==> config.mk <==
export PLATFORM = sky130hd
export DESIGN_NAME = serial_divisibility_by_n_fsm
export DESIGN_NICKNAME = d
export VERILOG_FILES = /design/src/rtl/serial_divisibility_by_n_fsm.sv
export SDC_FILE = /design/constraint.sdc
export NUM_CORES = 1
export LEC_CHECK = 0
export CAP_MARGIN = 30
export CORE_MARGIN = 2
export CORE_UTILIZATION = 30
export DETAILED_ROUTE_END_ITERATION = 8
export PLACE_DENSITY = 0.57
export SYNTH_ARGS = -nofsm -noshare
export SYNTH_HDL_FRONTEND = slang
export SYNTH_SLANG_ARGS = --single-unit
==> constraint.sdc <==
create_clock -name clk -period 3.13 [get_ports clk]
set_input_delay 0.939 -clock clk [delete_from_list [all_inputs] [get_ports clk]]
set_output_delay 0.939 -clock clk [all_outputs]
set_load 0.01 [all_outputs]
==> src/rtl/serial_divisibility_by_n_fsm.sv <==
// ---------------------------------------------------------------------------
// serial_divisibility_by_n_fsm
//
// Serial divisibility checker for an arbitrary DIVISOR. One bit per
// in_valid cycle is folded into a running remainder. div_by_n reports
// divisibility every cycle. A frame that ends with last produces a one-cycle
// res_valid pulse and a held res_div verdict.
//
// Parameters:
//   DIVISOR  modulus N (>= 1)
//   CNT_W    width of the saturating bit counter
//   R_W      remainder width, max(1, clog2(DIVISOR)) (derived)
//
// Ports:
//   clk        in   rising-edge clock
//   rst        in   asynchronous active-high reset
//   clr        in   synchronous restart of the current frame
//   in_valid   in   new_bit is valid this cycle
//   new_bit    in   serial data bit
//   last       in   with in_valid: this bit ends the frame
//   remainder  out  running value mod DIVISOR (registered)
//   div_by_n   out  remainder == 0
//   bit_cnt    out  bits accepted in the current frame (saturating)
//   res_valid  out  one-cycle pulse: frame verdict available
//   res_div    out  verdict of the last completed frame (held)
//
// Build option:
//   SERIAL_DIV_LSB_FIRST_EN  stream is LSB-first; adds a weight register
//   holding 2**k mod N for the k-th bit of the frame. Default is MSB-first.
// ---------------------------------------------------------------------------
module serial_divisibility_by_n_fsm #(
  parameter int DIVISOR = 5,
  parameter int CNT_W   = 8,
  localparam int R_W    = (DIVISOR > 2) ? $clog2(DIVISOR) : 1
) (
  input  logic             clk,
  input  logic             rst,
  input  logic             clr,
  input  logic             in_valid,
  input  logic             new_bit,
  input  logic             last,
  output logic [R_W-1:0]   remainder,
  output logic             div_by_n,
  output logic [CNT_W-1:0] bit_cnt,
  output logic             res_valid,
  output logic             res_div
);

  generate
    if (DIVISOR < 1) begin : g_bad_divisor
      $error("serial_divisibility_by_n_fsm: DIVISOR must be >= 1");
    end
  endgenerate

  // DIVISOR always fits in R_W+1 bits, which is also wide enough for 2r+b.
  localparam logic [R_W:0]   N_EXT = (R_W+1)'(DIVISOR);

  logic [R_W-1:0]   rem_q, rem_d;
  logic [CNT_W-1:0] bit_cnt_q, bit_cnt_d;
  logic             res_valid_q, res_valid_d;
  logic             res_div_q, res_div_d;

  // Frame start values after an optional clr in the same cycle.
  logic [R_W-1:0]   rem_base;
  logic [CNT_W-1:0] cnt_base;
  logic [R_W-1:0]   rem_step;
  logic [CNT_W-1:0] cnt_step;
  logic [R_W:0]     step_sum;

`ifdef SERIAL_DIV_LSB_FIRST_EN
  localparam logic [R_W-1:0] W_ONE = (DIVISOR == 1) ? '0 : R_W'(1);

  logic [R_W-1:0] w_q, w_d;
  logic [R_W-1:0] w_base;
  logic [R_W-1:0] w_step;
  logic [R_W:0]   w_dbl;
`endif

  always_comb begin
    rem_base    = clr ? '0 : rem_q;
    cnt_base    = clr ? '0 : bit_cnt_q;
    cnt_step    = (cnt_base == '1) ? cnt_base : cnt_base + CNT_W'(1);

`ifdef SERIAL_DIV_LSB_FIRST_EN
    w_base      = clr ? W_ONE : w_q;
    // r' = r + b*w ; both operands < N so one conditional subtract reduces it.
    step_sum    = {1'b0, rem_base} + (new_bit ? {1'b0, w_base} : '0);
    w_dbl       = {w_base, 1'b0};
    w_step      = (w_dbl >= N_EXT) ? R_W'(w_dbl - N_EXT) : w_dbl[R_W-1:0];
`else
    // r' = 2r + b, which is below 2N.
    step_sum    = {rem_base, new_bit};
`endif
    rem_step    = (step_sum >= N_EXT) ? R_W'(step_sum - N_EXT)
                                      : step_sum[R_W-1:0];

    rem_d       = rem_base;
    bit_cnt_d   = cnt_base;
    res_valid_d = 1'b0;
    res_div_d   = res_div_q;
`ifdef SERIAL_DIV_LSB_FIRST_EN
    w_d         = w_base;
`endif

    if (in_valid) begin
      if (last) begin
        // Verdict on the completed frame; next frame starts clean.
        res_valid_d = 1'b1;
        res_div_d   = (rem_step == '0);
        rem_d       = '0;
        bit_cnt_d   = '0;
`ifdef SERIAL_DIV_LSB_FIRST_EN
        w_d         = W_ONE;
`endif
      end else begin
        rem_d       = rem_step;
        bit_cnt_d   = cnt_step;
`ifdef SERIAL_DIV_LSB_FIRST_EN
        w_d         = w_step;
`endif
      end
    end
  end

  always_ff @(posedge clk or posedge rst) begin
    if (rst) begin
      rem_q       <= '0;
      bit_cnt_q   <= '0;
      res_valid_q <= 1'b0;
      res_div_q   <= 1'b0;
`ifdef SERIAL_DIV_LSB_FIRST_EN
      w_q         <= W_ONE;
`endif
    end else begin
      rem_q       <= rem_d;
      bit_cnt_q   <= bit_cnt_d;
      res_valid_q <= res_valid_d;
      res_div_q   <= res_div_d;
`ifdef SERIAL_DIV_LSB_FIRST_EN
      w_q         <= w_d;
`endif
    end
  end

  assign remainder = rem_q;
  assign div_by_n  = (rem_q == '0);
  assign bit_cnt   = bit_cnt_q;
  assign res_valid = res_valid_q;
  assign res_div   = res_div_q;

endmodule
==> metrics.md <==
| Metric | Value |
|---|---|
| Worst-Skew Late Latency | `0.27 ns` |
| Yosys warnings | `0` |
| Post-synth top cells | `dfrtp_1 (13), a21oi_1 (6), inv_1 (6)` |
| Achievable frequency | `between 0.3 and 0.4 GHz` |
| Critical path required time | `3.29 ns` |
| Initial Util | `between 30% and 40%` |
| Final min period | `2.597 ns` |
| Endpoints failing setup | `0` |
| Netlist cell types | `37` |
| Vias in the first global route | `a little over 600` |
| Post-Synthesis Cells | `80` |
| Status | `finished clean` |
| Critical path arrival | `between 2 and 3 ns` |
| Cell with the most instances after synthesis | `dfrtp_1` |
| Most Used Layer, Global Route | `met1` |
| Io pins | `20` |
| Via-to-Cell Ratio | `between 5 and 6` |
| Mapped Area | `approximately 760 µm²` |
| Setup TNS | `0 ns` |
| Final hold viol count | `0` |
| Synth area leaders | `dfrtp_1 (43%), a21oi_1 (4.0%), a211oi_1 (4.0%), ha_1 (3.3%), inv_1 (3.0%)` |
| IO buf count | `19` |
| Crit Path Class | `in2reg` |
| Total gr overflow | `0` |
| Lkg Pwr | `about 0.41 nW` |
| Die ar. | `2946 µm²` |
| Setup slack at placement | `0.2519 ns` |
| Postcts setup bufs | `0` |
| Post-route DRC | `0` |
| Antenna Cells | `0` |
| Slew @ Worst Pin | `0.5113 ns` |
| Syn_nets | `about 90` |
| Setup slack after layout | `around 0.53 ns` |
| First-pass GRT wire length | `around 2.8 mm` |
| Post-synth ARST share | `100.0%` |
| Met1 Track Usage GR | `roughly 20%` |
| Dominant synthesized flop cell | `dfrtp_1` |
| Resized cells post-CTS | `0` |
| Share of cells above drive strength 1 | `approximately a tenth` |
| Hold crit path type | `reg2reg` |
| Starting DRT DRC Count | `16` |
| # Max-Cap Violations | `0` |
| Tcrit/Tclk final | `between 80% and 90%` |
| H-tree Lvls | `1` |
| Global Route met3 Usage | `2.459%` |
| Worst slew margin | `roughly 66%` |
| Area share of the largest cell type after synthesis | `42.90%` |
| CTS Sinks | `13` |
| Hold slack | `around 0.53 ns` |
| Clk pin slew, worst setup/hold paths | `0.08 ns` |
| DRT Wirelength | `about 1.8 mm` |
| EDFF count, synth | `0` |
| Clk buf depth | `2` |
| Row count | `18` |
| Maximum VDD drop | `between 0.2 and 0.3 mV` |
| GRT Total Usage | `between 10% and 20%` |
| Global placement routability congestion | `slightly below 0.8` |
| WL/cell | `approximately 13 µm` |
| RSZ-0062 raised after global routing | `no` |
| Cell Pwr Density | `336.1 nW/µm²` |
| CTS Hold Bufs | `0` |
| Met2 Usage GRT | `~19%` |
| Crit start category | `input pin` |
| Sequential area share after synthesis | `42.90%` |
| Worst Skew | `between 0.005 and 0.006 ns` |
| Initial antenna violation count | `0` |
| Crit-path max FO | `5` |
| Yosys reg bits | `13` |
| Design Power | `roughly 0.34 mW` |
| Overall die height | `54.28 µm` |
| Layout Utilization | `between 40% and 50%` |
| Area Overhead vs Synth | `34.32%` |
| Clock root buffer | `clkbuf_4` |
| Pin count of the biggest net entering global routing | `16` |
| TritonCTS clock tree | `yes` |
| Crit path capture type | `flop` |
| DRT Pass-1 Iters | `4` |
| Final ANT Viol Nets | `0` |
| Detailed Place HPWL | `1.306 mm` |
| # nets final | `112` |
| Die span in x | `between 50 and 60 µm` |
| Core ar. | `around 2400 µm²` |
| Vias | `roughly 700` |
| Syn avg cell area | `between 9 and 10 µm²` |
| Total CTS buffers | `3` |
| Post-synth top area cell | `dfrtp_1` |
| Slew Viols, Final | `0` |
[registers in the layout, summed over array words and instances (netlist names)]
register   flops
res_div        1
remainder      3
res_valid      1
bit_cnt        8
[per-layer routing]
layer	wire (µm)	part of all wire, %
met3	105	6.0
met4	9	0.51
met1	910	52
met5	0	0
met2	733	42
[worst max-delay path, stage by stage]
cell and delay [ns]:
clkdlybuf4s50_1 0.48, inv_1 0.09, nand2_1 0.11, ha_1 0.23, nand2b_1 0.07, a21oi_1 0.24, mux2_2 0.38, a32o_1 0.22
[cells in the final DEF (no fill, tap or decap), drive strengths merged, types with 2 or more instances in the layout]
cell	instances
clkbuf	4
inv	8
o21ai	4
a211oi	5
a21oi	6
a31o	2
nand2b	3
buf	2
nor2	4
nand3	2
nor3	4
or3	2
ha	2
clkdlybuf4s50	19
o32ai	2
and3	2
dfrtp	13
nand2	4
[power by group]
part	switching, mW	leakage [nW]	internal (mW)
Combinational	0.0301	0.220	0.0303
Clock	0.0533	0.0150	0.0493
Sequential	0.00602	0.176	0.173
Total	0.0893	0.411	0.253
[kinds of logic (layout without fill, tap and decap cells)]
| logic type | after synthesis | in the layout | share of synthesized area [%] |
|---|---|---|---|
| mux | 2 | 2 | 2.805 |
| fa+ha+maj | 2 | 2 | 3.300 |
| simple gates | 27 | 27 | 20.79 |
| compound gates | 26 | 26 | 25.08 |
| buf+inv | 10 | 33 | 5.115 |
| flops | 13 | 13 | 42.90 |
[worst paths after layout]
kind | cells past startpoint | slack [ns] | to | startpoint
min in group asynchronous | 2 | 0.99 | bit_cnt[3]$_DFF_PP0_ | rst
hold / removal | 1 | 0.53 | res_div$_DFFE_PP0P_ | res_div$_DFFE_PP0P_
setup / recovery | 8 | 0.53 | res_div$_DFFE_PP0P_ | clr
hold reg to reg | 1 | 0.53 | res_div$_DFFE_PP0P_ | res_div$_DFFE_PP0P_
setup reg to reg | 6 | 1.33 | res_div$_DFFE_PP0P_ | remainder[0]$_DFF_PP0_
max in group asynchronous | 2 | 1.80 | bit_cnt[0]$_DFF_PP0_ | rst
[stage by stage]
stage               cells  area (µm²)
CTS                   133        1018
finish                133        1018
floorplan              80       758.2
global route          133        1018
global placement      129       992.2
detailed placement    129       992.2
[cell type report]
type / count / area [µm²]
timing repair buffer: 21 / 205.2
inverter: 8 / 30.03
clock buffer: 4 / 26.28
fill: 260 / 1414
tap: 30 / 37.54
sequential: 13 / 325.3
multi-input combinational: 57 / 394.1
Note: power is estimated with default switching activity, not from simulation.
